## src/rtl/cell_display_sequencer.sv

```systemverilog
// cell_display_sequencer: buffers one eight-cell CNN result frame and walks the
// 7-segment display through its cells, advancing on a dwell timer or on a
// debounced-by-edge user step button.
// Build option: define SEQ_LOOP_EN to wrap from cell 7 back to cell 0 forever
// (frames accepted at any time) instead of stopping and holding on cell 7.
module cell_display_sequencer #(
    parameter int DWELL_CYCLES = 67108864,
    parameter int CNT_W        = 27
) (
    input  logic        clk_i,
    input  logic        rst_ni,
    input  logic        resValid_i,
    output logic        resReady_o,
    input  logic [63:0] resData_i,
    input  logic        stepBtn_i,
    output logic [7:0]  selValue_o,
    output logic [2:0]  selIdx_o,
    output logic        showEn_o,
    output logic        seqDone_o
);

    typedef enum logic [1:0] {
        IDLE = 2'd0,
        SHOW = 2'd1,
        HOLD = 2'd2
    } state_e;

    localparam logic [CNT_W-1:0] DwellLast = CNT_W'(DWELL_CYCLES - 1);

    state_e            state_q, state_d;
    logic [63:0]       buf_q, buf_d;
    logic [2:0]        idx_q, idx_d;
    logic [7:0]        selValue_q, selValue_d;
    logic              showEn_q, showEn_d;
    logic              seqDone_q, seqDone_d;
    logic              ready_q, ready_d;
    logic [CNT_W-1:0]  dwell_q, dwell_d;
    logic [1:0]        stepSync_q;
    logic              stepPrev_q;

    logic              stepPulse;
    logic              accept;
    logic              expire;

    assign stepPulse = stepSync_q[1] & ~stepPrev_q;
    assign accept    = resValid_i & ready_q;
    assign expire    = (dwell_q == DwellLast);

    // Bring the raw button into the clock domain and remember its last level
    // so a press yields exactly one step pulse however long it is held.
    always_ff @(posedge clk_i or negedge rst_ni) begin
        if (!rst_ni) begin
            stepSync_q <= 2'b00;
            stepPrev_q <= 1'b0;
        end else begin
            stepSync_q <= {stepSync_q[0], stepBtn_i};
            stepPrev_q <= stepSync_q[1];
        end
    end

    // Next-state logic: dwell timing, cell advance, frame capture and ready.
    always_comb begin
        state_d    = state_q;
        buf_d      = buf_q;
        idx_d      = idx_q;
        dwell_d    = dwell_q;
        showEn_d   = showEn_q;
        seqDone_d  = 1'b0;
        selValue_d = buf_q[{idx_q, 3'b000} +: 8];

        case (state_q)
            SHOW: begin
                if (stepPulse || expire) begin
                    dwell_d = '0;
                    if (idx_q == 3'd7) begin
                        seqDone_d = 1'b1;
`ifdef SEQ_LOOP_EN
                        idx_d = 3'd0;
`else
                        state_d = HOLD;
`endif
                    end else begin
                        idx_d = idx_q + 3'd1;
                    end
                end else begin
                    dwell_d = dwell_q + CNT_W'(1);
                end
            end
            IDLE, HOLD: begin
                dwell_d = '0;
            end
            default: begin
                state_d = IDLE;
                dwell_d = '0;
            end
        endcase

        if (accept) begin
            buf_d     = resData_i;
            idx_d     = 3'd0;
            dwell_d   = '0;
            showEn_d  = 1'b1;
            seqDone_d = 1'b0;
            state_d   = SHOW;
        end

`ifdef SEQ_LOOP_EN
        ready_d = 1'b1;
`else
        ready_d = (state_d != SHOW);
`endif
    end

    // State and datapath registers; everything clears on reset, frame included.
    always_ff @(posedge clk_i or negedge rst_ni) begin
        if (!rst_ni) begin
            state_q    <= IDLE;
            buf_q      <= '0;
            idx_q      <= 3'd0;
            selValue_q <= 8'd0;
            showEn_q   <= 1'b0;
            seqDone_q  <= 1'b0;
            ready_q    <= 1'b0;
            dwell_q    <= '0;
        end else begin
            state_q    <= state_d;
            buf_q      <= buf_d;
            idx_q      <= idx_d;
            selValue_q <= selValue_d;
            showEn_q   <= showEn_d;
            seqDone_q  <= seqDone_d;
            ready_q    <= ready_d;
            dwell_q    <= dwell_d;
        end
    end

    assign resReady_o = ready_q;
    assign selValue_o = selValue_q;
    assign selIdx_o   = idx_q;
    assign showEn_o   = showEn_q;
    assign seqDone_o  = seqDone_q;

endmodule

```

## config.mk

```make
export PLATFORM = sky130hd
export DESIGN_NAME = cell_display_sequencer
export DESIGN_NICKNAME = d
export VERILOG_FILES = /design/src/rtl/cell_display_sequencer.sv
export SDC_FILE = /design/constraint.sdc
export NUM_CORES = 1
export LEC_CHECK = 0
export BUFFER_PORTS_ARGS = -buffer_cell sky130_fd_sc_hd__buf_4
export CAP_MARGIN = 20
export CORE_MARGIN = 2
export CORE_UTILIZATION = 45
export DETAILED_ROUTE_END_ITERATION = 8
export PLACE_DENSITY = 0.66
export SYNTH_ARGS = -nofsm -noshare
export SYNTH_HDL_FRONTEND = slang
export SYNTH_SLANG_ARGS = --single-unit
```

## constraint.sdc

```tcl
create_clock -name clk_i -period 2.9 [get_ports clk_i]
set_input_delay 0.87 -clock clk_i [delete_from_list [all_inputs] [get_ports clk_i]]
set_output_delay 0.87 -clock clk_i [all_outputs]
set_load 0.02 [all_outputs]
```

## Word-level counts from Yosys, hierarchy flattened

Cells that the tools add are included.

| word-level totals | value |
|---|---|
| bits in registers | 110 |
| output and inout port bits | 14 |
| logic and storage cells | 43 |

| operators by class | value |
|---|---|
| add/subtract/negate cells | 2 |
| equal/unequal tests | 6 |
| shifts and indexed selects | 1 |
| muxes and demuxes | 15 |
| bitwise operators | 3 |
| reductions and logical operators | 6 |

Operator list:

| kind | number |
|---|---|
| $mux W27 | 3 |
| $shiftx A64 B7 Y8 | 1 |
| $add A27 B1 Y27 const B | 1 |
| $eq A27 B26 Y1 const B | 1 |
| $mux W3 | 4 |
| $mux W2 | 3 |
| $mux W1 | 4 |
| $pmux W2 S2 | 1 |
| $reduce_bool A2 Y1 | 2 |
| $add A3 B1 Y3 const B | 1 |
| $eq A3 B3 Y1 const B | 1 |
| $reduce_and A3 Y1 | 1 |
| $and A1 B1 Y1 | 2 |
| $eq A2 B1 Y1 const B | 1 |
| $eq A2 B2 Y1 const B | 1 |
| $logic_not A2 Y1 | 1 |
| $ne A2 B1 Y1 const B | 1 |
| $ne A2 B2 Y1 const B | 1 |
| $reduce_or A2 Y1 | 1 |
| $logic_or A1 B1 Y1 | 1 |
| $not A1 Y1 | 1 |

## Depth between registers and ports, before layout

| logic depth | value |
|---|---|
| depth after elaboration | 7 |
| mapped depth | 8 |
| gate-level depth less buffers | 7 |

## Worst setup path before layout

OpenSTA, ideal clock, no wires.

| path | value |
|---|---|
| path kind | register to register |
| start | register idx_q[0] (netlist: selIdx_o[0]) |
| end | register selValue_q[0] (netlist: selValue_o[0]) |
| setup time | 0.125 ns |
| arrival | 1.829 ns |
| data required time | 2.775 ns |
| setup slack | 0.946 ns |
| stages on the path, launching flop included | 5 |
| period minus slack after synthesis | 1.954 ns |
| cell sequence | dfrtp_1 > buf_2 > buf_2 > mux4_2 > mux2_2 |

| on the way | value |
|---|---|
| cells in the longest elaborated chain, start to end | 1 |

Ends and longest elaborated chain:

| element | RTL line | text |
|---|---|---|
| start: declaration | 32 | `logic [2:0] idx_q, idx_d;` |
| start signal: assignment | 128 | `idx_q <= idx_d;` |
| $shiftx A64 B7 Y8 | 69 | `selValue_d = buf_q[{idx_q, 3'b000} +: 8];` |
| net selValue_d[0] | 33 | `logic [7:0] selValue_q, selValue_d;` |
| end signal: assignment | 129 | `selValue_q <= selValue_d;` |
| end: declaration | 33 |  |

The timed path passes the listed nets, and every way through them passes these cells.
A chain may end at the register's enable or synchronous reset.

## Worst setup path after layout

| path | value |
|---|---|
| start | register idx_q[0] (netlist: selIdx_o[0]) |
| end | output port selIdx_o[0] |

RTL lines:

| element | RTL line | text |
|---|---|---|
| end: declaration | 17 | `output logic [2:0] selIdx_o,` |

No word-level cell between the ends.

==> impl_summary.txt <==
----------------------------------------------------
[Synth]
  Largest family of logic cells by synthesized area ... simple AND/OR/NAND/NOR gates
  Number of nets produced by synthesis ... between 500 and 600
  Synth Area in Simple Gates ... a little over a quarter
  Yosys warning count ... 0
  Synth Area in Compound Gates ... less than 1%
  Sequential element share of the synthesized area ... a little under three fifths
  Mux share of post-synthesis cell area ... under 10%
  Post-synthesis area per instance ... between 10 and 15 um2
  Xor-xnor portion of the synthesized cell area ... between 4 and 5%
  Unique cell type count in the Yosys netlist ... 36
  Netlist area before placement ... about 4900 um2
  Synthesized flop and latch total ... 110
  Gate count after technology mapping ... between 400 and 500
  Asr flop ratio synth ... 100%
  Post-synthesis adder-cell area fraction ... 0.769%
  Number of flops mapped to enable cells by yosys ... 0
  Synth Flop Type ... dfrtp_1

[Floorplan]
  Width of the die ... between 100 and 150 um
  Area of the placeable core ... approximately 11000 um2
  Area enclosed by the die boundary ... 11700 um2
  Initial standard-cell utilization of the core ... a little under half
  Ports placed on the boundary ... between 80 and 90
  Die Height ... roughly 110 um
  Floorplan row count ... 38

[Hold path]
  Min-Delay Path Class ... reg2reg
  Depth of the worst hold-timing path ... 0

[Critical path]
  Crit. End Element ... output port
  Startpoint-to-endpoint class of the critical path ... reg2out
  Worst-path cell chain ... buf_4 -> buf_4
  Arrival time of data at the critical path endpoint ... between 1 and 1.5 ns
  Startpoint kind of the worst setup timing path ... flop
  Most common cell on crit path ... buf_4
  Required time at the endpoint of the critical path ... between 2 and 2.5 ns
  Maximum fanout along the worst path ... 18
  Max incr delay on CP ... roughly 0.36 ns
  Slowest CP cell ... dfrtp_1
  Depth of the most critical reg-to-reg path ... 6

[STA]
  Final setup violation count ... 0
  Max Clk Rate ... roughly 460 MHz
  Final worst hold slack ... about 0.35 ns
  Final min period ... ~2.2 ns
  Smallest setup slack after layout ... roughly 0.72 ns
  Final-report hold violation count ... 0
  Worst Skew ... roughly 0.0071 ns
  Unrepaired setup endpoints after global routing ... no
  Final total negative setup slack ... 0 ns
  Max Slew Vio Count ... 0
  Remaining max-slew budget at the tightest pin ... between 50% and 60%
  Final period utilization ... around three quarters
  Worst Max-Slew Pin Slew ... 0.713 ns

[Pwr]
  Maximum ir drop on the vdd rail ... around 0.41 mV
  Combinational share of power ... 33.6%
  Post-route total power ... between 4 and 5 mW
  Leakage power ... around 3.0 nW
  Sw power ... ~1.6 mW
  Internal power ... 3.23 mW
  Power density over cell area ... 825 nW/um2
  Clk pwr share ... about 17%
  Switching Share ... roughly 33%
  Share of power burned in registers ... approximately 50%

[Clock network]
  Hold bufs inserted after CTS ... 0
  TritonCTS clock tree ... built
  Clock Tree Root ... clkbuf_8
  Clk pin slew, worst setup/hold paths ... ~0.10 ns
  Clock Tree Buf Depth ... 2
  Cells resized by post-CTS repair ... 0
  Clock network latency to the later pin of the worst-skew pair ... 0.38 ns
  Number of buffers added for setup after CTS ... 0
  Number of buffers created by CTS ... 9
  Clock sink total ... between 100 and 150
  H-tree depth reported by CTS ... 3

[Final layout]
  Most common cell after layout, fill and taps aside ... nand2_1
  Layout fillers ... 957
  Area delta synth->final ... 19.4%
  Non-Filler Instances ... about 710
  Commonest cells after routing, fill and taps aside ... nand2_1, dfrtp_1, buf_4
  Net count, final ... 633
  Final core area utilization ... 54.5%
  Fraction of final layout cells with drive strength greater than 1 ... between 20% and 30%
  Post-route design area ... roughly 5800 um2
  Antenna diode count ... 0

[GRT]
  Overflow left after global routing ... 0
  Maximum number of pins on one net before global-route repair ... 72
  Via count of the first global-routing pass ... roughly 3500
  Overall fraction of global-route tracks in use ... a little under a fifth
  Antenna violations before repair ... 0
  First-pass GRT wire length ... about 17000 um

[Placement]
  Count of buffers from port buffering ... 81
  Final weighted congestion in routability-driven placement ... 0.788
  Worst slack at placement ... 0.808 ns
  Half-perimeter wire length after placement ... just under 7000 um
  Cell Count Post-Placement ... approximately 690
  Post-DP Area ... roughly 5700 um2

[Routing]
  Detailed-route via count ... roughly 3500
  Count of unresolved DRC violations after routing ... 0
  Ratio of routed vias to standard cells ... around 5
  Drt pass-1 iters ... 5
  Post-detailed-routing wire length ... 10300 um
  Iteration-0 DRC count of the detailed router ... roughly 270
  Remaining antenna violation count after routing ... 0
  Routed wirelength normalized by instance count ... around 15 um

[Flow run]
  Max-cap check violation count ... 0

[Outcome]
  Result of the run ... completed

----------------------------------------------------
==> cell families after synthesis <==
logic type / after synthesis
AOI/OAI and AO/OA: 6
xor gates and xnor gates: 25
adders and majority gates: 3
buffers and inverters: 26
DFF: 110
muxes: 24
and+or+nand+nor: 292
==> state kept, by name (all words and copies together), names as in the netlist <==
name        cells
selValue_o      8
selIdx_o        3
resReady_o      1
dwell_q        27
state_q         2
stepSync_q      2
seqDone_o       1
showEn_o        1
stepPrev_q      1
buf_q          64
==> worst paths after layout <==
check	start	to	slack [ns]
min reg2reg	stepSync_q[0]	stepSync_q[1]	0.35
min in group asynchronous	rst_ni	buf_q[40]	0.55
min	stepSync_q[0]	stepSync_q[1]	0.35
max in group asynchronous	rst_ni	buf_q[9]	1.74
max reg2reg	dwell_q[10]	dwell_q[20]	0.80
max	selIdx_o[0]	selIdx_o[0]	0.72
==> power groups by stage <==
stage	clock network (mW)	logic (mW)	registers (mW)
floorplan	0	1.07	2.40
global placement	0	1.59	2.37
detailed placement	0	1.63	2.40
CTS	0.867	1.64	2.37
global route	0.925	1.81	2.43
finish	0.825	1.61	2.37
==> per-layer routing <==
metal	track usage [%]	wire, um	vias to the layer above	share of wire, %
met5	0	0	-	0
met4	5.31	76	0	0.74
met3	5.91	632	4	6.2
met2	28.2	4840	96	47
met1	27.1	4720	1667	46
li1	-	-	1723	-
==> cells in the mapped netlist (3+ instances only) <==
cell | count | share of area (%)
clkbuf_1 | 15 | 1.2
nand3_1 | 14 | 1.4
xnor2_1 | 8 | 1.4
nand2b_1 | 3 | 0.38
and3_1 | 5 | 0.64
nand4_1 | 7 | 0.90
buf_1 | 3 | 0.23
nand2_1 | 206 | 16
and4_1 | 3 | 0.54
nor2b_1 | 3 | 0.38
dfrtp_1 | 110 | 56
nor4_1 | 3 | 0.38
xor2_1 | 17 | 3.1
mux4_2 | 16 | 7.4
nor2_1 | 35 | 2.7
mux2_2 | 8 | 1.8
ha_1 | 3 | 0.77
inv_1 | 3 | 0.23
buf_2 | 3 | 0.31
==> worst max-delay path, delay by kind of cell (launching register included) <==
family | cells | cell delay, ns
DFF | 1 | 0.36
buffers and inverters | 2 | 0.57
==> area by class of cell <==
type	instances	area (um2)	share of cell area, %
timing repair buffer	88	698	12.0
multi-input combinational	350	2020	34.7
clock inverter	4	22.5	0.387
inverter	3	11.3	0.193
sequential	110	2750	47.3
tap	140	175	3.01
clock buffer	12	145	2.49
Note: power is estimated with default switching activity, not from simulation.
